## config.mk

```make
export PLATFORM = sky130hd
export DESIGN_NAME = note_player
export DESIGN_NICKNAME = d
export VERILOG_FILES = /design/src/rtl/note_player_pkg.sv /design/src/rtl/note_step_rom.sv /design/src/rtl/note_player.sv
export SDC_FILE = /design/constraint.sdc
export NUM_CORES = 1
export LEC_CHECK = 0
export ABC_AREA = 0
export BUFFER_PORTS_ARGS = -buffer_cell sky130_fd_sc_hd__buf_4
export CORE_ASPECT_RATIO = 1.4
export CORE_MARGIN = 5
export CORE_UTILIZATION = 61
export CTS_CLUSTER_SIZE = 40
export DETAILED_ROUTE_END_ITERATION = 10
export GPL_TIMING_DRIVEN = 1
export HOLD_SLACK_MARGIN = 0.03
export PLACE_DENSITY_LB_ADDON = 0.25
export SYNTH_ARGS = -nofsm -noshare
export SYNTH_HDL_FRONTEND = slang
export SYNTH_SLANG_ARGS = --single-unit
```

## constraint.sdc

```tcl
create_clock -name clk -period 3 [get_ports clk]
set_input_delay 0.3 -clock clk [delete_from_list [all_inputs] [get_ports clk]]
set_output_delay 0.3 -clock clk [all_outputs]
set_load 0.01 [all_outputs]
```

## src/rtl/note_player_pkg.sv

```systemverilog
// Shared types and constants for the note player: FSM encoding, note indices
// and sample format.
package note_player_pkg;

   typedef enum logic [1:0] {
      ST_IDLE   = 2'd0,
      ST_PLAY   = 2'd1,
      ST_FINISH = 2'd2
   } state_e;

   localparam int          NOTE_W      = 6;
   localparam logic [5:0]  NOTE_REST   = 6'd0;
   localparam int          NOTE_A4     = 49;
   localparam int          SAMPLE_RATE = 48000;
   localparam int          SAMPLE_W    = 16;

endpackage

```

## src/rtl/note_step_rom.sv

```systemverilog
// Note index to phase-accumulator step lookup, registered (one cycle latency).
// Equal-tempered table around A4 = 440 Hz, generated at elaboration time.
module note_step_rom
   import note_player_pkg::*;
#(
   parameter int PHASE_W = 20
) (
   input  logic               clk,
   input  logic               reset,
   input  logic [NOTE_W-1:0]  note,
   output logic [PHASE_W-1:0] step
);

   logic [PHASE_W-1:0] step_tbl [64];
   logic [PHASE_W-1:0] step_d;
   logic [PHASE_W-1:0] step_q;

   for (genvar i = 0; i < 64; i++) begin : g_tbl
      if (i == 0) begin : g_rest
         assign step_tbl[i] = '0;
      end else begin : g_pitch
         // step = f / Fs * 2^PHASE_W, rounded to nearest
         localparam real FREQ   = 440.0 * 2.0 ** ((i - NOTE_A4) / 12.0);
         localparam real STEP_R = FREQ / SAMPLE_RATE * 2.0 ** PHASE_W;
         localparam int  STEP_I = $rtoi(STEP_R + 0.5);
         assign step_tbl[i] = PHASE_W'(STEP_I);
      end
   end

   always_comb begin
      step_d = step_tbl[note];
   end

   always_ff @(posedge clk) begin
      if (reset) begin
         step_q <= '0;
      end else begin
         step_q <= step_d;
      end
   end

   assign step = step_q;

endmodule

```

## src/rtl/note_player.sv

```systemverilog
// One voice: latches a note, counts its duration in beats, and answers codec
// sample requests with a triangle wave two cycles later.
module note_player
   import note_player_pkg::*;
#(
   parameter int PHASE_W   = 20,
   parameter int AMP_SHIFT = 2
) (
   input  logic                       clk,
   input  logic                       reset,
   input  logic                       play_enable,
   input  logic                       load_new_note,
   input  logic [NOTE_W-1:0]          note_to_load,
   input  logic [5:0]                 duration_to_load,
   input  logic                       beat,
   input  logic                       fast_mode,
   input  logic                       generate_next_sample,
   output logic signed [SAMPLE_W-1:0] sample_out,
   output logic                       new_sample_ready,
   output logic                       done_with_note,
   output logic                       busy
);

   // Maps phase MSBs onto a full-scale triangle, then scales for mixing headroom.
   function automatic logic signed [SAMPLE_W-1:0] shape_tri(input logic [SAMPLE_W-1:0] u);
      logic signed [17:0] t;
      if (!u[SAMPLE_W-1]) t = $signed({1'b0, u, 1'b0}) - 18'sd32768;
      else                t = 18'sd98303 - $signed({1'b0, u, 1'b0});
      t = t >>> AMP_SHIFT;
      return t[SAMPLE_W-1:0];
   endfunction

   state_e                       state_q, state_d;
   logic [NOTE_W-1:0]            note_q, note_d;
   logic [5:0]                   dur_cnt_q, dur_cnt_d;
   logic [5:0]                   dec_amt;
   logic [PHASE_W-1:0]           phase_q, phase_d;
   logic [PHASE_W-1:0]           step_w;
   logic [SAMPLE_W-1:0]          u_w;
   logic                         sounding;
   logic                         req_q, req_d;
   logic signed [SAMPLE_W-1:0]   sample_q, sample_d;
   logic                         nsr_q, nsr_d;
   logic                         done_q, done_d;
   logic                         busy_q, busy_d;

   note_step_rom #(.PHASE_W(PHASE_W)) u_rom (
      .clk   (clk),
      .reset (reset),
      .note  (note_q),
      .step  (step_w)
   );

   assign u_w      = phase_q[PHASE_W-1 -: SAMPLE_W];
   assign dec_amt  = fast_mode ? 6'd2 : 6'd1;
   assign sounding = play_enable && (state_q != ST_IDLE) && (note_q != NOTE_REST);

   always_comb begin
      state_d   = state_q;
      note_d    = note_q;
      dur_cnt_d = dur_cnt_q;
      unique case (state_q)
         ST_IDLE:   state_d = ST_IDLE;
         ST_PLAY: begin
            if (dur_cnt_q == '0) begin
               state_d = ST_FINISH;
            end else if (play_enable && beat) begin
               dur_cnt_d = (dur_cnt_q > dec_amt) ? dur_cnt_q - dec_amt : '0;
            end
         end
         ST_FINISH: state_d = ST_IDLE;
         default:   state_d = ST_IDLE;
      endcase
      // A load always wins, which also swallows an expiry happening this cycle.
      if (load_new_note) begin
         state_d   = ST_PLAY;
         note_d    = note_to_load;
         dur_cnt_d = duration_to_load;
      end
      done_d = (state_d == ST_FINISH);
      busy_d = (state_d != ST_IDLE);

      // Request cycle: advance phase
      phase_d = phase_q;
      if (generate_next_sample && sounding) phase_d = phase_q + step_w;
      req_d = generate_next_sample;

      // Shaping cycle: phase already advanced, result registered for the pulse
      nsr_d    = req_q;
      sample_d = sample_q;
      if (req_q) sample_d = sounding ? shape_tri(u_w) : '0;
   end

   always_ff @(posedge clk) begin
      if (reset) begin
         state_q   <= ST_IDLE;
         note_q    <= NOTE_REST;
         dur_cnt_q <= '0;
         phase_q   <= '0;
         req_q     <= 1'b0;
         sample_q  <= '0;
         nsr_q     <= 1'b0;
         done_q    <= 1'b0;
         busy_q    <= 1'b0;
      end else begin
         state_q   <= state_d;
         note_q    <= note_d;
         dur_cnt_q <= dur_cnt_d;
         phase_q   <= phase_d;
         req_q     <= req_d;
         sample_q  <= sample_d;
         nsr_q     <= nsr_d;
         done_q    <= done_d;
         busy_q    <= busy_d;
      end
   end

   assign sample_out       = sample_q;
   assign new_sample_ready = nsr_q;
   assign done_with_note   = done_q;
   assign busy             = busy_q;

endmodule

```

* After elaboration in Yosys (flattened, before gate mapping)
Memories as Yosys holds them, arrays and structs flattened. A register that Yosys moved wholly into a read port is not among the register bits.
Index checks and enable logic that the tools add are counted.
** Cells by class
- Add/subtract/negate cells :: 4
- Magnitude comparators :: 1
- Eq/ne operators :: 3
- Mux-type cells :: 11
- Bitwise gates (word level) :: 1
- Reduce and logical (&&, ||, !) cells :: 11
** Operators with widths (count)
- two-way mux 6 bit :: 5
- adder 20 bit :: 1
- two-way mux 18 bit :: 1
- subtractor 17 x 16 -> 18 bit (second input constant) :: 1
- subtractor 17 x 17 -> 18 bit (first input constant) :: 1
- two-way mux 16 bit :: 1
- two-way mux 2 bit :: 4
- nonzero test 2 bit :: 4
- NOT 6 -> 7 bit :: 1
- greater-than comparator 6 x 2 -> 1 bit :: 1
- zero test 6 bit :: 1
- nonzero test 6 bit :: 1
- subtractor 6 x 2 -> 6 bit :: 1
- logical AND 1 bit :: 4
- AND reduction 3 bit :: 1
- == test 2 x 1 -> 1 bit (second input constant) :: 1
- == test 2 bit (second input constant) :: 1
- inequality test 2 bit (second input constant) :: 1
** Storage, ports and cells
- Bits in registers :: 54
- Memory bits (read-only) :: 1280
- Output and inout bits :: 19
- Logic and storage cells :: 41
- Memories :: 1
** Memories
- (no name shown) :: depth 64, width 20, read ports 1, clocked after memory_dff 1, wr ports 0, RTL line note_step_rom.sv:31 : step_d = step_tbl[note];

* Longest topological paths before layout
- Depth in word-level cells :: 7
- Mapped depth :: 10

* Hierarchy
Synthesis repeated with hierarchy kept, for this count alone.
** Unflattened totals
- Cells, all modules :: 606
- Area total of the unflattened synthesis :: 4908.5 um^2
** Modules (own cells, without submodules)
- note_player :: instances 1, cells an instance 357, area each 3037.9 um^2, sequential area each 1061.0 um^2
- note_step_rom :: instances 1, cells an instance 249, area each 1870.5 um^2, sequential area each 300.3 um^2

* Worst setup path before layout
No wires, ideal clock.
- Path kind :: flip-flop to flip-flop
- Start point :: reg note_q[1]
- End point :: reg u_rom.step_q[5] (netlist: u_rom.step[5])
- Setup time :: 0.116 ns
- Arrival :: 2.014 ns
- Setup slack :: 0.870 ns
- Cell stages (with the launch flop) :: 10
- Period minus slack after synthesis :: 2.130 ns
- Path through :: dfxtp_1 -> inv_1 -> ha_1 -> buf_4 -> nor2b_1 -> clkbuf_1 -> a211o_1 -> a31oi_1 -> a22oi_1 -> and3_1
** Between the ends
- Cells in the longest elaborated chain, start to end :: 1
** RTL lines
- start: declaration :: RTL line note_player.sv:34 : logic [NOTE_W-1:0] note_q, note_d;
- start signal: assignment :: RTL line note_player.sv:107 : note_q <= note_d;
- NOT 6 -> 7 bit (not written as such) :: RTL line note_step_rom.sv:31
- end: declaration :: RTL line note_step_rom.sv:16 : logic [PHASE_W-1:0] step_q;
Every way passes these cells.
A chain may end at the register's enable or synchronous reset.

* Worst setup path in the final report
- Start point :: reg note_q[1]
- End point :: reg u_rom.step_q[6] (netlist: u_rom.step[6])
The elaborated chain is that of the path after synthesis.

==> run summary <==
initial antenna violation count -> 0
layout cell share with drive strength beyond 1 -> 0.157
MaxCap Viol Count -> 0
PortBufs -> 37
total congestion overflow -> 0
WS Path Type -> register to register
xor-xnor portion of the synthesized cell area -> 0.0368
Post-synth top cells -> 68 x dfxtp_1, 66 x nand2_1, 54 x a21oi_1, 54 x nor2_1, 46 x o21ai_0
Netlist Area Pre-Place -> 0.00476 sq mm
DIE WIDTH -> 84.7 um
synth unique cells -> 77
Compound-Gate Fraction of Synth Area -> 0.282
Initial Util -> 0.618
Hold Path End -> nsr_d$_SDFF_PP0_
fraction of registers with async set/reset -> 0
Post-synth EDFFs -> 0
hpwl dp -> 8.54 mm
mean number of vias per cell -> 6.29
hold path start -> generate_next_sample
global-route met3 utilization -> 0.0475
RR Endpoint -> u_rom.step[6]$_SDFF_PP0_
critical path data arrival time -> 2660 ps
setup TNS -> 0 ps
grt met2 use -> 0.449
Reg clk slew, reported paths -> 80 ps
Post-Route WL -> 12.2 mm
Avg Inst Size Synth -> 7.98 sq um
first-pass GRT wire length -> 20.7 mm
Hold Buf Count CTS -> 0
drt wl/cell -> 17.2 um
origin of the critical flop-to-flop path -> note_q[1]$_SDFFE_PP0P_
most numerous cell in the Yosys netlist -> dfxtp_1
period utilisation layout -> 0.794
die area -> 0.00970 sq mm
Worst setup SP type -> register
post-route ant nets -> 0
Ys Warns -> 0
Crit-path slowest cell -> ha_1
VDD IR max -> 0.346 mV
vias in the first global route -> 4,381
RSZ-0062 raised after global routing -> no
vias -> 4,483
Post-CTS Setup Inserts -> 0
Tot GR Track Use -> 0.259
Clock Skew -> 10.8 ps
hold path depth -> 2
HP Class -> input pin to register
Register-to-Register Path Depth -> 8
Area Overhead vs Synth -> 9.62%
CP max stage delay -> 490 ps
Worst Path Max Fanout -> 10
length of the first detailed-routing pass in iterations -> 5
Max Slew Vio Count -> 0
# setup viols final -> 0
multiplexer share of the synthesized area -> 0.0536
busiest grt layer -> met2
Seq/Total Area, Yosys -> 0.286
status -> completed
Final WS setup -> 619 ps
final instance area -> 0.00522 sq mm
Synth Register Bits -> 68
CTS sink count -> 68
Simple-Gate Fraction of Synth Area -> 0.197
total power -> 0.00233 W
worst-skew pair later-pin latency -> 360 ps
Top FF cell, synth -> dfxtp_1
worst slew pin tran -> 939 ps
CP Cell Sequence -> inv_1 > ha_1 > nor2b_1 > a21oi_1 > a21oi_1 > nor2_1 > a211o_1 > a21oi_1
clock buffer depth -> 2
share of the synthesized area in the top cell type -> 0.286
R2R setup slack -> 620 ps
Syn Inst Count -> 597
syn_nets -> 644
die height -> 115 um
adder and majority gate portion of the synthesized area -> 0.0767
Remaining DRCs -> 0
final core utilization -> 0.678
Lkg Pwr -> 2.05 nW
# IOs -> 38
CP bufs+invs -> 1
crit path time final -> 2380 ps
WP data required -> 3280 ps
largest cells by area after synthesis -> dfxtp_1 29%, ha_1 6.8%, a21oi_1 5.7%
Detailed Route Iter0 Violations -> 272
post-CTS resize count -> 0
CP dominant cell by count -> a21oi_1
Routability Congestion -> 0.990
Root Driver -> clkbuf_8
Worst slew margin -> 0.372
Fin. Hold Viols -> 0
CP delay by family, top -> compound AO/OA/AOI/OAI gates
CTS tree -> yes
largest net degree at the start of global routing -> 58
CP endpoint kind -> register
Fmax achieved -> 420 MHz
CTS buffer count -> 9
cell taking the most area after synthesis -> dfxtp_1
layout net count -> 655
largest family of logic cells by synthesized area -> compound AO/OA/AOI/OAI gates
core footprint -> 0.00770 sq mm
row count -> 38
routing usage on met1 -> 0.301
PD cells -> 446 mW/mm^2
H-tree depth -> 3
dpl ws -> 677 ps
Placed Instance Area -> 0.00499 sq mm
# diodes -> 0
==> sequential cells by signal (all words and copies together), names as in the netlist <==
signal and flops:
busy 1, done_with_note 1, dur_cnt_q 6, new_sample_ready 1, note_q 6, nsr_d 1, phase_q 20, sample_out 15
state_q 2, u_rom.step 15
==> kinds of logic after synthesis <==
kind of cell	Yosys count
simple gates	194
mux	21
fa+ha+maj	28
buf+inv	67
xor+xnor	20
compound gates	199
flops	68
==> stage by stage <==
stage	hold WS, ps	cells
final	167	713
after global placement	435	697
after CTS	157	713
after detailed placement	445	697
after global routing	167	713
after floorplan	383	597
==> layer usage <==
| metal | vias up | wire length (um) |
|---|---|---|
| li1 | 2170 | - |
| met1 | 2094 | 4820 |
| met2 | 175 | 6230 |
| met3 | 44 | 713 |
| met4 | 0 | 469 |
| met5 | - | 0 |
==> how the worst max path moves through the flow <==
stage | slack [ps] | cells past startpoint | endpoint | start
detailed placement | 680 | 9 | phase_q[18]$_SDFFE_PP0P_ | phase_q[0]$_SDFFE_PP0P_
floorplan | 870 | 9 | u_rom.step[5]$_SDFF_PP0_ | note_q[1]$_SDFFE_PP0P_
finish | 620 | 8 | u_rom.step[6]$_SDFF_PP0_ | note_q[1]$_SDFFE_PP0P_
global placement | 800 | 9 | phase_q[18]$_SDFFE_PP0P_ | phase_q[0]$_SDFFE_PP0P_
global route | 480 | 8 | u_rom.step[6]$_SDFF_PP0_ | note_q[1]$_SDFFE_PP0P_
CTS | 660 | 9 | phase_q[18]$_SDFFE_PP0P_ | phase_q[0]$_SDFFE_PP0P_
==> layout make-up <==
cell class | instances | area (sq um)
clock buffer | 10 | 138
clock inverter | 6 | 95.1
timing repair buffer | 46 | 345
tap | 100 | 125
inverter | 21 | 78.8
fill | 661 | 2480
multi-input combinational | 462 | 3080
sequential | 68 | 1360
==> where the power goes <==
part / switching [W] / internal (W)
registers: 0.0000242 / 0.000939
clock network: 0.000391 / 0.000498
logic: 0.000295 / 0.000182
==> layout by cell type, fill, tap and decap left out, types with 10 or more instances in the layout <==
master    netlist  layout
a21oi_1        54      54
inv_1          18      18
mux2i_1        12      12
nor3_1         11      11
ha_1           26      26
nand2_1        66      66
nand3_1        11      11
nor2b_1        11      11
a31oi_1        10      10
o21ai_0        46      46
buf_4           8      46
clkbuf_8        0      10
xnor2_1        17      17
dfxtp_1        68      68
nor2_1         54      54
Note: power is estimated with default switching activity, not from simulation.
